[src/rtl/sn74ls197.sv]
// 74LS197-style presettable 4-bit counter: a divide-by-2 section (QA) and a
// divide-by-8 section (QB-QD), each advanced by a sampled falling edge of its count input.
module sn74ls197 (
    input  logic       clk,
    input  logic       clr,
    input  logic       clk1,
    input  logic       clk2,
    input  logic       load,
    input  logic [3:0] d,
    output logic [3:0] q
);

    logic [3:0] q_q, q_d;
    logic       clk1_q, clk2_q;
    logic       fall1, fall2;

    // Divide-by-8 section step, wrapping 111 -> 000.
    function automatic logic [2:0] inc_mod8(input logic [2:0] v);
        return v + 3'd1;
    endfunction

    // An X/Z on either operand makes the edge term unknown, and an unknown if-condition never counts.
    always_comb begin
        fall1 = clk1_q & ~clk1;
        fall2 = clk2_q & ~clk2;
        q_d   = q_q;
        if (load == 1'b0) begin
            q_d = d;
        end else begin
            if (fall1) q_d[0]   = ~q_q[0];
            if (fall2) q_d[3:1] = inc_mod8(q_q[3:1]);
        end
    end

    always_ff @(posedge clk or posedge clr) begin
        if (clr) begin
            q_q    <= 4'b0000;
            clk1_q <= 1'b0;
            clk2_q <= 1'b0;
        end else begin
            q_q    <= q_d;
            clk1_q <= clk1;
            clk2_q <= clk2;
        end
    end

    assign q = q_q;

endmodule

[config.mk]
export PLATFORM = sky130hd
export DESIGN_NAME = sn74ls197
export DESIGN_NICKNAME = d
export VERILOG_FILES = /design/src/rtl/sn74ls197.sv
export SDC_FILE = /design/constraint.sdc
export NUM_CORES = 1
export LEC_CHECK = 0
export CAP_MARGIN = 25
export CORE_AREA = 2 2 39 41
export DETAILED_ROUTE_END_ITERATION = 12
export DIE_AREA = 0 0 41 43
export PLACE_DENSITY = 0.56
export SYNTH_ARGS = -nofsm -noshare
export SYNTH_HDL_FRONTEND = slang
export SYNTH_SLANG_ARGS = --single-unit
[constraint.sdc]
create_clock -name clk -period 2.7 [get_ports clk]
set_input_delay 0.54 -clock clk [delete_from_list [all_inputs] [get_ports clk]]
set_output_delay 0.54 -clock clk [all_outputs]
set_load 0.05 [all_outputs]
==> results.yml, run 1 <==
yosys:
  syn_inst: 24
  synthXorXnorAreaFrac: 0.0977
  syn_area_per_cell_sq_um: 11.2
  synth_common_cells: "dfrtp_1 (6), a21oi_1 (4), nor2_1 (4)"
  synth_edf_count: 0
  yosysTopAreaCell: "dfrtp_1"
  synthMuxAreaShare: 0.0372
  yosys_most_used_dff: "dfrtp_1"
  async_flop_share: 1.00
  yosys.area_share.simple: 0.158
  synth_area_sq_um: 269
  ys_seq_area_frac: 0.558
  synth_top_area_frac: 0.558
  ys_ff_latch: 6
  netlist_top_cells_area: "dfrtp_1 (56%), a21oi_1 (7.4%), xnor2_1 (6.5%)"
  synth_compound_area_frac: 0.0744
  synth_top_family_by_area: "simple AND/OR/NAND/NOR gates"
  synthAdderAreaFrac: 0.0465
  yosysWarnings: 0
  synth.most_common_cell: "dfrtp_1"
  synth.net_count: 34
  synth_cell_types: 12
clocking:
  htreeDepth: 1
  postCtsHoldBufs: 0
  cts_root_buf: "clkbuf_4"
  clkTransAtPathRegs_ps: 50
  clk_path_buf_depth: 2
  cts_tree: "done"
  clk-insertion-delay-late_ps: 240
  cts.sink_count: 6
  cts-buffers-inserted: 3
  cts.repair.resized: 0
  cts_setup_buffers: 0
worst_setup_path:
  r2r_cells: 4
  worst_path_largest_cell_delay_ps: 810
  crit_chain: "clkdlybuf4s50_1"
  cp-start-kind: "flop"
  end_kind: "primary output"
  crit_family: "buffers and inverters"
  critical_path_buf_inv_count: 1
  crit_required_ps: 2160
  cp_max_fo: 3
  rrSetupSlack_ps: 1660
  criticalPathCategory: "flop to primary output"
  worst_path_max_delay_cell: "clkdlybuf4s50_1"
  r2r_end: "q[3]"
  r2r-start: "q[1]"
  worst_ep_arrival_time_ps: 1430
floorplanning:
  die_width_microns: 41
  die_y_microns: 43
  die_area_sq_um: 1760
  boundaryPins: 13
  start_util: 0.194
  coreArea_sq_um: 1380
  rows: 14
sta:
  slew_headroom: 0.667
  fin_crit_sh: 0.729
  finalSetupTns_ps: 0
  clock-skew-final_ps: 2.58
  worst_slew_pin_slew_ps: 498
  setup_ws_ps: 733
  fmax_ghz: 0.508
  setup_violations: 0
  period_minus_slack_ps: 1970
  rsz0062_at_grt: "no"
  drv_slew: 0
  hold_viol: 0
global_route:
  grt_pass1_vias: 208
  grt_pass1_wl_microns: 828
  grt_overflow: 0
  grt_max_degree: 9
  antenna_found_initial: 0
  grt_use_total: 0.0737
placed_design:
  port_buffers: 12
  post-place-ws_ps: 982
  finalWeightedCongestion: 0.634
  post-dp-hpwl_microns: 367
  place_area_sq_um: 405
power:
  p_seq_frac: 0.400
  p_per_area_nw_per_um2: 613
  irDropWorstVdd_v: 0.000206
  p_switching_uw: 79.4
  swShare: 0.302
  pwr-share-comb: 0.288
  internal_power_uw: 183
  p_clk_frac: 0.312
  p_leak_uw: 0.000176
route:
  initialDrtViolationCount: 0
  drc: 0
  vias_per_cell: 3.74
  postRouteAntennaNets: 0
  vias: 202
  routedWlPerCell_microns: 8.72
  wl_microns: 471
  dr.pass1.iters: 1
finish:
  fin_nets: 50
  area_delta_synth_final_pct: 59.1
  fill_cells: 141
  stdcell_area_sq_um: 428
  drive_gt1_frac: 0.105
  antennaDiodeCount: 0
  multi_input_area_sq_um: 111
  seq_area_sq_um: 150
hold_path:
  hold_class: "primary input to asynchronous set/reset pin"
job:
  maxCapViolations: 0
run_status:
  outcome: "finished clean"
==> per-stage QoR <==
stage	power (uW)	hold slack, ps	util	cells
floorplan	152	331	-	24
global placement	183	574	0.293	51
detailed placement	183	559	0.293	51
CTS	269	530	0.309	54
global route	276	547	0.309	54
finish	262	520	0.309	54
==> kinds of logic (layout without fill, tap and decap cells) <==
kind of cell / Yosys count / count (layout)
adders and majority gates: 1 / 1
AOI/OAI and AO/OA: 4 / 4
muxes: 1 / 1
buffers and inverters: 2 / 16
xor gates and xnor gates: 3 / 3
DFF: 6 / 6
and+or+nand+nor: 7 / 7
==> final cells by class <==
cell class                 count  share of cell area
inverter                       1             0.00877
tap                           16              0.0468
sequential                     6               0.351
multi-input combinational     16               0.260
timing repair buffer          12               0.281
clock buffer                   3              0.0526
==> sequential cells by signal, summed over array words and instances (netlist names) <==
signal	count
q	4
clk2_q	1
clk1_q	1
==> power by group through the flow <==
stage          Sequential (uW)  Combinational, uW  Clock [uW]
2_1_floorplan              132               20.4           0
3_3_place_gp               106               76.9           0
3_5_place_dp               107               76.5           0
4_1_cts                    105               76.8        86.9
5_1_grt                    106               81.2        88.9
6_report                   105               75.6        82.0
==> how the worst max path moves through the flow <==
stage | depth (start not counted) | start | slack [ps] | end
global placement | 1 | q[1] | 990 | q[1]
detailed placement | 1 | q[1] | 980 | q[1]
CTS | 1 | q[1] | 720 | q[1]
floorplan | 4 | q[1] | 1400 | q[3]
global route | 1 | q[1] | 690 | q[1]
finish | 1 | q[1] | 730 | q[1]
==> layer usage <==
layer  GRT usage  share of wire  wire [microns]  vias up
met5           0              0               0        -
met4      0.0800          0.021              10        0
met3      0.0157          0.042              20        2
met2       0.100           0.51             241        6
met1      0.0852           0.42             198       89
li1            -              -               -      105
==> cells in the final DEF (no fill, tap or decap) <==
cell type,synthesis,layout
xor2_1,1,1
inv_1,1,1
clkdlybuf4s50_1,0,12
ha_1,1,1
dfrtp_1,6,6
xnor2_1,2,2
clkbuf_4,0,3
nor2b_4,1,1
a21oi_1,4,4
nor2_1,4,4
mux2i_1,1,1
nor2b_1,1,1
nand3b_1,1,1
Power figures use the tool's default switching activity.
==> inputs of run 2 (changes only) <==
==> constraint.sdc (replaced) <==
create_clock -name clk -period 1.9 [get_ports clk]
set_input_delay 0.38 -clock clk [delete_from_list [all_inputs] [get_ports clk]]
set_output_delay 0.38 -clock clk [all_outputs]
set_load 0.05 [all_outputs]
==> run 2 against run 1 <==
Net effect: design area decreased by 1.2%; clock-buffer cell count unchanged; via count increased by 4.5%; sequential share of layout area increased by 0.42 points; first-iteration DRC count unchanged; utilization decreased by 0.36 points; register-to-register slack got worse by 820 ps; cell count unchanged; sequential power increased by 43%; largest power group unchanged.
==> results.yml, run 2 (synthesis results as in run 1) <==
run_status:
  outcome: "finished clean"
route:
  initialDrtViolationCount: 0
  wl_microns: 465
  postRouteAntennaNets: 0
  dr.pass1.iters: 1
  vias: 211
  routedWlPerCell_microns: 8.61
  vias_per_cell: 3.91
  drc: 0
floorplanning:
  boundaryPins: 13
  coreArea_sq_um: 1380
  start_util: 0.194
  die_y_microns: 43
  rows: 14
  die_area_sq_um: 1760
  die_width_microns: 41
clocking:
  clkTransAtPathRegs_ps: 40
  cts_tree: "done"
  htreeDepth: 1
  clk-insertion-delay-late_ps: 230
  cts-buffers-inserted: 3
  cts.sink_count: 6
  cts_root_buf: "clkbuf_4"
  cts_setup_buffers: 0
  clk_path_buf_depth: 2
  postCtsHoldBufs: 0
  cts.repair.resized: 0
finish:
  layout_commonest_cell: "clkdlybuf4s50_1"
  antennaDiodeCount: 0
  area_delta_synth_final_pct: 57.2
  drive_gt1_frac: 0.158
  largest_reg_flops: 4
  mostFrequentLayoutCells: "clkdlybuf4s50_1 (10), dfrtp_1 (6), nor2_1 (4), a21oi_1 (4), clkbuf_4 (3)"
  fin_nets: 50
  final_util: 0.306
sta:
  setup_violations: 0
  period_minus_slack_ps: 1770
  rsz0062_at_grt: "no"
  slew_headroom: 0.675
  hold_viol: 0
  fmax_ghz: 0.565
  drv_slew: 0
  finalSetupTns_ps: 0
  fin_crit_sh: 0.931
  worst_slew_pin_slew_ps: 486
  clock-skew-final_ps: 0.990
worst_setup_path:
  r2r-start: "q[1]"
  cp-start-kind: "flop"
  cp-startpoint: "q[0]"
  crit_family: "buffers and inverters"
  path_depth: 1
  cp_max_fo: 2
  end_kind: "primary output"
  worst_path_largest_cell_delay_ps: 800
  rrSetupSlack_ps: 840
  worst_path_max_delay_cell: "clkdlybuf4s50_1"
  critical_path_buf_inv_count: 1
  r2r_end: "q[2]"
  crit_chain: "clkdlybuf4s50_1"
  r2r_cells: 3
  crit_required_ps: 1520
  crit_end: "q[0]"
  worst_ep_arrival_time_ps: 1390
  criticalPathCategory: "flop to primary output"
global_route:
  grt_overflow: 0
  grt_max_degree: 9
  grt_pass1_vias: 215
  grt_use_total: 0.0759
  antenna_found_initial: 0
  grt_pass1_wl_microns: 821
job:
  maxCapViolations: 0
power:
  p_per_area_nw_per_um2: 871
  irDropWorstVdd_v: 0.000275
  p_leak_uw: 0.000178
placed_design:
  port_buffers: 12
  finalWeightedCongestion: 0.634
hold_path:
  hold_class: "primary input to asynchronous set/reset pin"
-- run 2: changes by cell type in the layout (fill, tap and decap cells not counted) --
cell,delta
clkdlybuf4s50_1,-2
buf_4,+2
-- run 2: per-layer routing --
metal / routed length, microns / part of all wire / track usage / vias to the layer above
met1: 193 / 0.42 / 0.0825 / 97
li1: - / - / - / 108
met4: 0 / 0 / 0.0600 / 0
met2: 243 / 0.52 / 0.100 / 6
met3: 28 / 0.060 / 0.0471 / 0
met5: 0 / 0 / 0 / -
-- run 2: how the worst min path moves through the flow --
stage	cells after the start	end	slack [ps]
floorplan	1	clk1_q	170
CTS	2	clk1_q	360
global route	2	clk1_q	380
finish	2	clk2_q	360
global placement	2	q[0]	570
detailed placement	2	q[0]	570
-- run 2: report_power, final --
part / switching [uW] / internal, uW / total (uW) / leakage, uW
clock network: 40.5 / 71.1 / 112 / 0.0000138
registers: 8.95 / 141 / 150 / 0.0000682
logic: 60.4 / 46.6 / 107 / 0.0000959
-- run 2: per-stage QoR --
stage / hold WS [ps] / worst slack, ps / total power [uW] / std cells / area, sq um
after floorplan: 171 / 604 / 217 / 24 / 269
after global placement: 569 / 385 / 258 / 51 / 400
after detailed placement: 566 / 375 / 260 / 51 / 400
after CTS: 363 / 112 / 378 / 54 / 423
after global routing: 382 / 67.0 / 397 / 54 / 423
final: 360 / 131 / 368 / 54 / 423
-- run 2: layout make-up --
type,instances,area [sq um]
flip-flops and latches,6,150
clock buffers,3,22.5
repair buffers,12,115
fillers,148,961
well taps,16,20.0
inverters,1,3.75
multi-input cells,16,111
==> variant 1, RTL diff (settings of run 2) <==
`q_q` no longer has a reset.
--- a/src/rtl/sn74ls197.sv
+++ b/src/rtl/sn74ls197.sv
@@ -34,14 +34,16 @@
 
     always_ff @(posedge clk or posedge clr) begin
         if (clr) begin
-            q_q    <= 4'b0000;
             clk1_q <= 1'b0;
             clk2_q <= 1'b0;
         end else begin
-            q_q    <= q_d;
             clk1_q <= clk1;
             clk2_q <= clk2;
         end
+    end
+
+    always_ff @(posedge clk) begin
+        q_q <= q_d;
     end
 
     assign q = q_q;
Function: changed (a bounded check fails within 4 cycles, from zero or initial values; the reset may be asserted at any time).
==> variant 1 against run 2 <==
- design area grew 1.2%
- wire length down 1.1%
- power up 4.6%
- non-clock buffer count unchanged
- sequential cell count stayed put
- worst setup slack got worse by 0.031 ns
- first-iteration DRC count increased by 1
- area after synthesis increased by 2.3%
- critical path type unchanged
==> variant 1: results (changes against run 2) <==
Outcome
  – Status: finished clean

Route
  – Vias: 189 (-10%)
  – Metal3 WL: 58 um (+110%)
  – Detailed-router iteration count before antenna repair: 2 (+1)
  – Metal2 WL: 186 um (-23%)
  – WL met1: 215 um (+11%)
  – Post-Route WL: 460 um (-1.1%)

Place
  – Placed Cells: 48 (-5.9%)
  – GP Congestion: 0.619 (-2.3%)
  – Dpl ws: 0.295 ns (-0.0799 ns)
  – Placed Instance Area: 402 um2 (+0.31%)

Finish
  – Final Net Count: 47 (-6.0%)
  – Area occupied by multi-input gates: 75.1 um2 (-33%)
  – Share of cells above drive strength 1: 13.9% (-1.9 points)

Global routing
  – Largest net degree at the start of global routing: 8 (-1)

Worst setup path
  – R2R Setup Slk: 0.66 ns (-0.18 ns)
  – Reg-to-Reg Start: q[1]
  – Crit. Startpoint: q[3]
  – CP arrival: 1.42 ns (+0.03 ns)

Timing
  – Worst Slack Setup Final: 0.0999 ns (-0.0314 ns)
  – Worst clock skew: 0.00420 ns (+0.00321 ns)
  – Min Hold Slack: 0.284 ns (-0.0759 ns)
  – Worst Max-Slew Pin Slew: 0.494 ns (+0.00774 ns)

Synth
  – Post-synth EDFFs: 4 (+4)
  – Top post-synthesis cells by area: edfxtp_1 (44%), dfrtp_1 (18%), mux2i_1 (7.3%)
  – Syn nets: 31 (-8.8%)
  – Syn Area/Cell: 13.1 um2 (+17%)
  – Synth cell types: 11 (-1)
  – Async SR Flop Fraction: 33.3% (-67 points)

Pwr
  – Worst vdd ir: 0.359 mV (+31%)
  – Net Sw Power: 0.106 mW (-3.3%)
  – Leakage power: 0.188 nW (+5.5%)
==> variant 1: cell count changes after synthesis, sizes merged, moves of 2 or more <==
| cell | change |
|---|---|
| nor2b | -2 |
| inv | +4 |
| nor2 | -3 |
| o21ai | +2 |
| edfxtp | +4 |
| dfrtp | -4 |
| a21oi | -3 |
==> variant 1: metal layers <==
layer  vias up  GRT usage [%]
met4         0           8.00
met5         -              0
met2        12           7.50
met1        77           9.57
met3         0           3.14
li1        100              -
==> variant 1: area by class of cell <==
cell class / count / share of cell area, %
clock buffers: 4 / 6.14
repair buffers: 12 / 27.5
well taps: 16 / 4.68
inverters: 5 / 4.39
multi-input cells: 9 / 17.5
flip-flops and latches: 6 / 39.8
==> variant 1: power groups by stage <==
stage          Clock (mW)  Combinational [mW]  Sequential, mW
2_1_floorplan           0              0.0258           0.198
3_3_place_gp            0              0.0959           0.164
3_5_place_dp            0              0.0954           0.165
4_1_cts             0.134              0.0958           0.163
5_1_grt             0.146               0.103           0.164
6_report            0.127              0.0953           0.163
==> variant 1: cell families (layout without fill, tap and decap cells) <==
kind of cell / after synthesis / in the layout / synth area share, %
AO/OA/AOI/OAI: 3 / 3 / 5.45
XOR/XNOR: 1 / 1 / 3.18
adder cells (fa/ha/maj): 1 / 1 / 4.54
buffers and inverters: 6 / 21 / 10.9
flip-flops: 6 / 6 / 61.8
multiplexers: 3 / 3 / 12.7
AND/OR/NAND/NOR: 1 / 1 / 1.36
==> variant 1: final timing paths <==
| kind | to | cells past startpoint |
|---|---|---|
| worst min-delay path | clk2_q | 2 |
| min in group clk | q[0] | 1 |
| worst max-delay path | q[3] | 1 |
| max in group asynchronous | clk1_q | 2 |
| worst max register to register | q[2] | 2 |
| worst min register to register | q[0] | 1 |
==> variant 2, RTL diff (settings of run 2) <==
Without the edit above. Register the inputs `load` and `d` before use, without a reset. The logic sees them one clock later.
--- a/src/rtl/sn74ls197.sv
+++ b/src/rtl/sn74ls197.sv
@@ -9,6 +9,14 @@
     input  logic [3:0] d,
     output logic [3:0] q
 );
+
+    logic load_q;
+    logic [3:0] d_q;
+
+    always_ff @(posedge clk) begin
+        load_q <= load;
+        d_q    <= d;
+    end
 
     logic [3:0] q_q, q_d;
     logic       clk1_q, clk2_q;
@@ -24,8 +32,8 @@
         fall1 = clk1_q & ~clk1;
         fall2 = clk2_q & ~clk2;
         q_d   = q_q;
-        if (load == 1'b0) begin
-            q_d = d;
+        if (load_q == 1'b0) begin
+            q_d = d_q;
         end else begin
             if (fall1) q_d[0]   = ~q_q[0];
             if (fall2) q_d[3:1] = inc_mod8(q_q[3:1]);
Behaviour: not the same (a bounded check fails within 4 cycles, from zero or initial values).
==> variant 2 against run 2 <==
- sequential power up 75%
- clock power up 33%
- hold slack worse by 0.033 ns
- global-route usage up 0.33 points
- design area up 25%
- first-iteration DRC count unchanged
- worst setup slack worse by 0.031 ns
- wire length up 13%
- sequential cell count up 5
- register-to-register slack about the same
- fmax down 1.7%
- power up 40%
- area after synthesis up 37%
- critical path type unchanged
- critical endpoint is now q[3]
- largest cell class unchanged
==> variant 2: results (changes against run 2) <==
Worst setup path
  – CP arrival: 1.42 ns (+0.03 ns)
  – Reg-to-Reg Start: q[1]
  – CP Max Fanout: 2 (unchanged)
  – R2R Setup Slk: 0.84 ns (about the same)
  – CP max stage delay: 0.80 ns (about the same)
  – Worst Reg-to-Reg Cells: 4 (+1)
  – Worst reg2reg path endpoint: q[3]
  – Critical Path Sink: q[3]
  – Crit path max-delay family: buffers and inverters
  – Slowest cell on crit path: clkdlybuf4s50_1
  – Crit. Startpoint: q[3]

Synth
  – Synth cell types: 13 (+1)
  – Async SR Flop Fraction: 54.5% (-45 points)
  – Synth Warn #: 0 (unchanged)
  – Synth top cells by count: dfrtp_1 (6), dfxtp_1 (5), a21oi_1 (4), nor2_1 (4), xnor2_1 (2)
  – Syn nets: 39 (+15%)
  – Top post-synthesis cells by area: dfrtp_1 (41%), dfxtp_1 (27%), a21oi_1 (5.4%)
  – Post-synth EDFFs: 0 (unchanged)
  – Seq/Total Area, Yosys: 67.8% (+12 points)

Global routing
  – Largest net degree at the start of global routing: 9 (unchanged)
  – Gr usage total: 7.92% (+0.33 points)
  – Vias in the first global route: 231 (+7.4%)
  – First-pass GRT wire length: 848 um (+3.3%)
  – Initial antenna violation count: 0 (unchanged)

CTS
  – Cts repair resizes: 0 (unchanged)
  – Worst-Skew Late Latency: 0.26 ns (+0.03 ns)
  – Setup bufs post-CTS: 0 (unchanged)
  – H-tree Lvls: 1 (unchanged)
  – Clock Tree Root: clkbuf_4
  – Clock Path Buffers: 2 (unchanged)
  – Reg clk slew, reported paths: 0.06 ns (+0.02 ns)
  – Clock buffers created by TritonCTS: 3 (unchanged)

Place
  – Placed Instance Area: 500 um2 (+25%)
  – GP Congestion: 0.604 (-4.7%)
  – # port buffers: 12 (unchanged)

Pwr
  – Leakage power: 0.221 nW (+24%)
  – Sw Share: 26.7% (-3.1 points)
  – Worst vdd ir: 0.330 mV (+20%)

Route
  – Post-DR wirelength/cell: 8.75 um (+1.6%)
  – Detailed-router iteration count before antenna repair: 1 (unchanged)
  – Initial DRC count: 0 (unchanged)
  – Via density per instance: 3.85 (-1.5%)

Finish
  – Inserted Diodes: 0 (unchanged)
  – Share of cells above drive strength 1: 13.6% (-2.2 points)
  – Final Net Count: 55 (+10%)

Timing
  – Worst Max-Slew Pin Slew: 0.486 ns (-0.0000299 ns)
  – Worst clock skew: 0.00365 ns (+0.00266 ns)

Min path
  – Hold Path Class: in -> async

Outcome
  – Status: finished clean
==> variant 2: cell count changes after synthesis <==
cell,before,now
dfxtp_1,0,5
==> variant 2: logic make-up (layout without fill, tap and decap cells) <==
kind of cell,Yosys count,count (layout),synth area share (%)
flops,11,11,67.8
mux,1,1,2.71
simple gates,7,7,11.5
compound gates,4,4,5.42
fa+ha+maj,1,1,3.39
buf+inv,2,17,2.03
xor+xnor,3,3,7.12
==> variant 2: layout make-up <==
cell class                      count  area [um2]
Sequential cell                    11         250
Multi-Input combinational cell     16         111
Tap cell                           16        20.0
Inverter                            1        3.75
Clock buffer                        4        26.3
Fill cell                         136         857
Timing Repair Buffer               12         115
==> variant 2: per-layer routing <==
layer | routed length [um] | track usage (%) | vias up
met5 | 0 | 0 | -
met1 | 203 | 7.67 | 100
met4 | 0 | 8.00 | 0
li1 | - | - | 123
met3 | 49 | 4.71 | 0
met2 | 272 | 10.6 | 8
==> variant 2: per-stage QoR <==
stage                     worst slack, ns  instances  hold slack [ns]
after CTS                          0.0832         60            0.333
after floorplan                     0.604         29            0.171
after global routing               0.0381         60            0.361
final                               0.100         60            0.327
after detailed placement            0.371         56            0.445
after global placement              0.381         56            0.439
==> variant 2: worst min path at each step <==
stage | startpoint | to | slack, ns | depth (start not counted)
6_report | clr | q[3] | 0.33 | 2
5_1_grt | clr | q[3] | 0.36 | 2
4_1_cts | clr | q[3] | 0.33 | 2
3_5_place_dp | d_q[0] | q[0] | 0.44 | 2
3_3_place_gp | d_q[0] | q[0] | 0.44 | 2
2_1_floorplan | clr | clk1_q | 0.17 | 1
==> variant 2: power groups by stage <==
stage / Combinational, mW / Clock, mW / Sequential [mW]
finish: 0.104 / 0.149 / 0.263
global route: 0.113 / 0.164 / 0.265
CTS: 0.106 / 0.155 / 0.263
detailed placement: 0.106 / 0 / 0.268
global placement: 0.103 / 0 / 0.267
floorplan: 0.0289 / 0 / 0.301
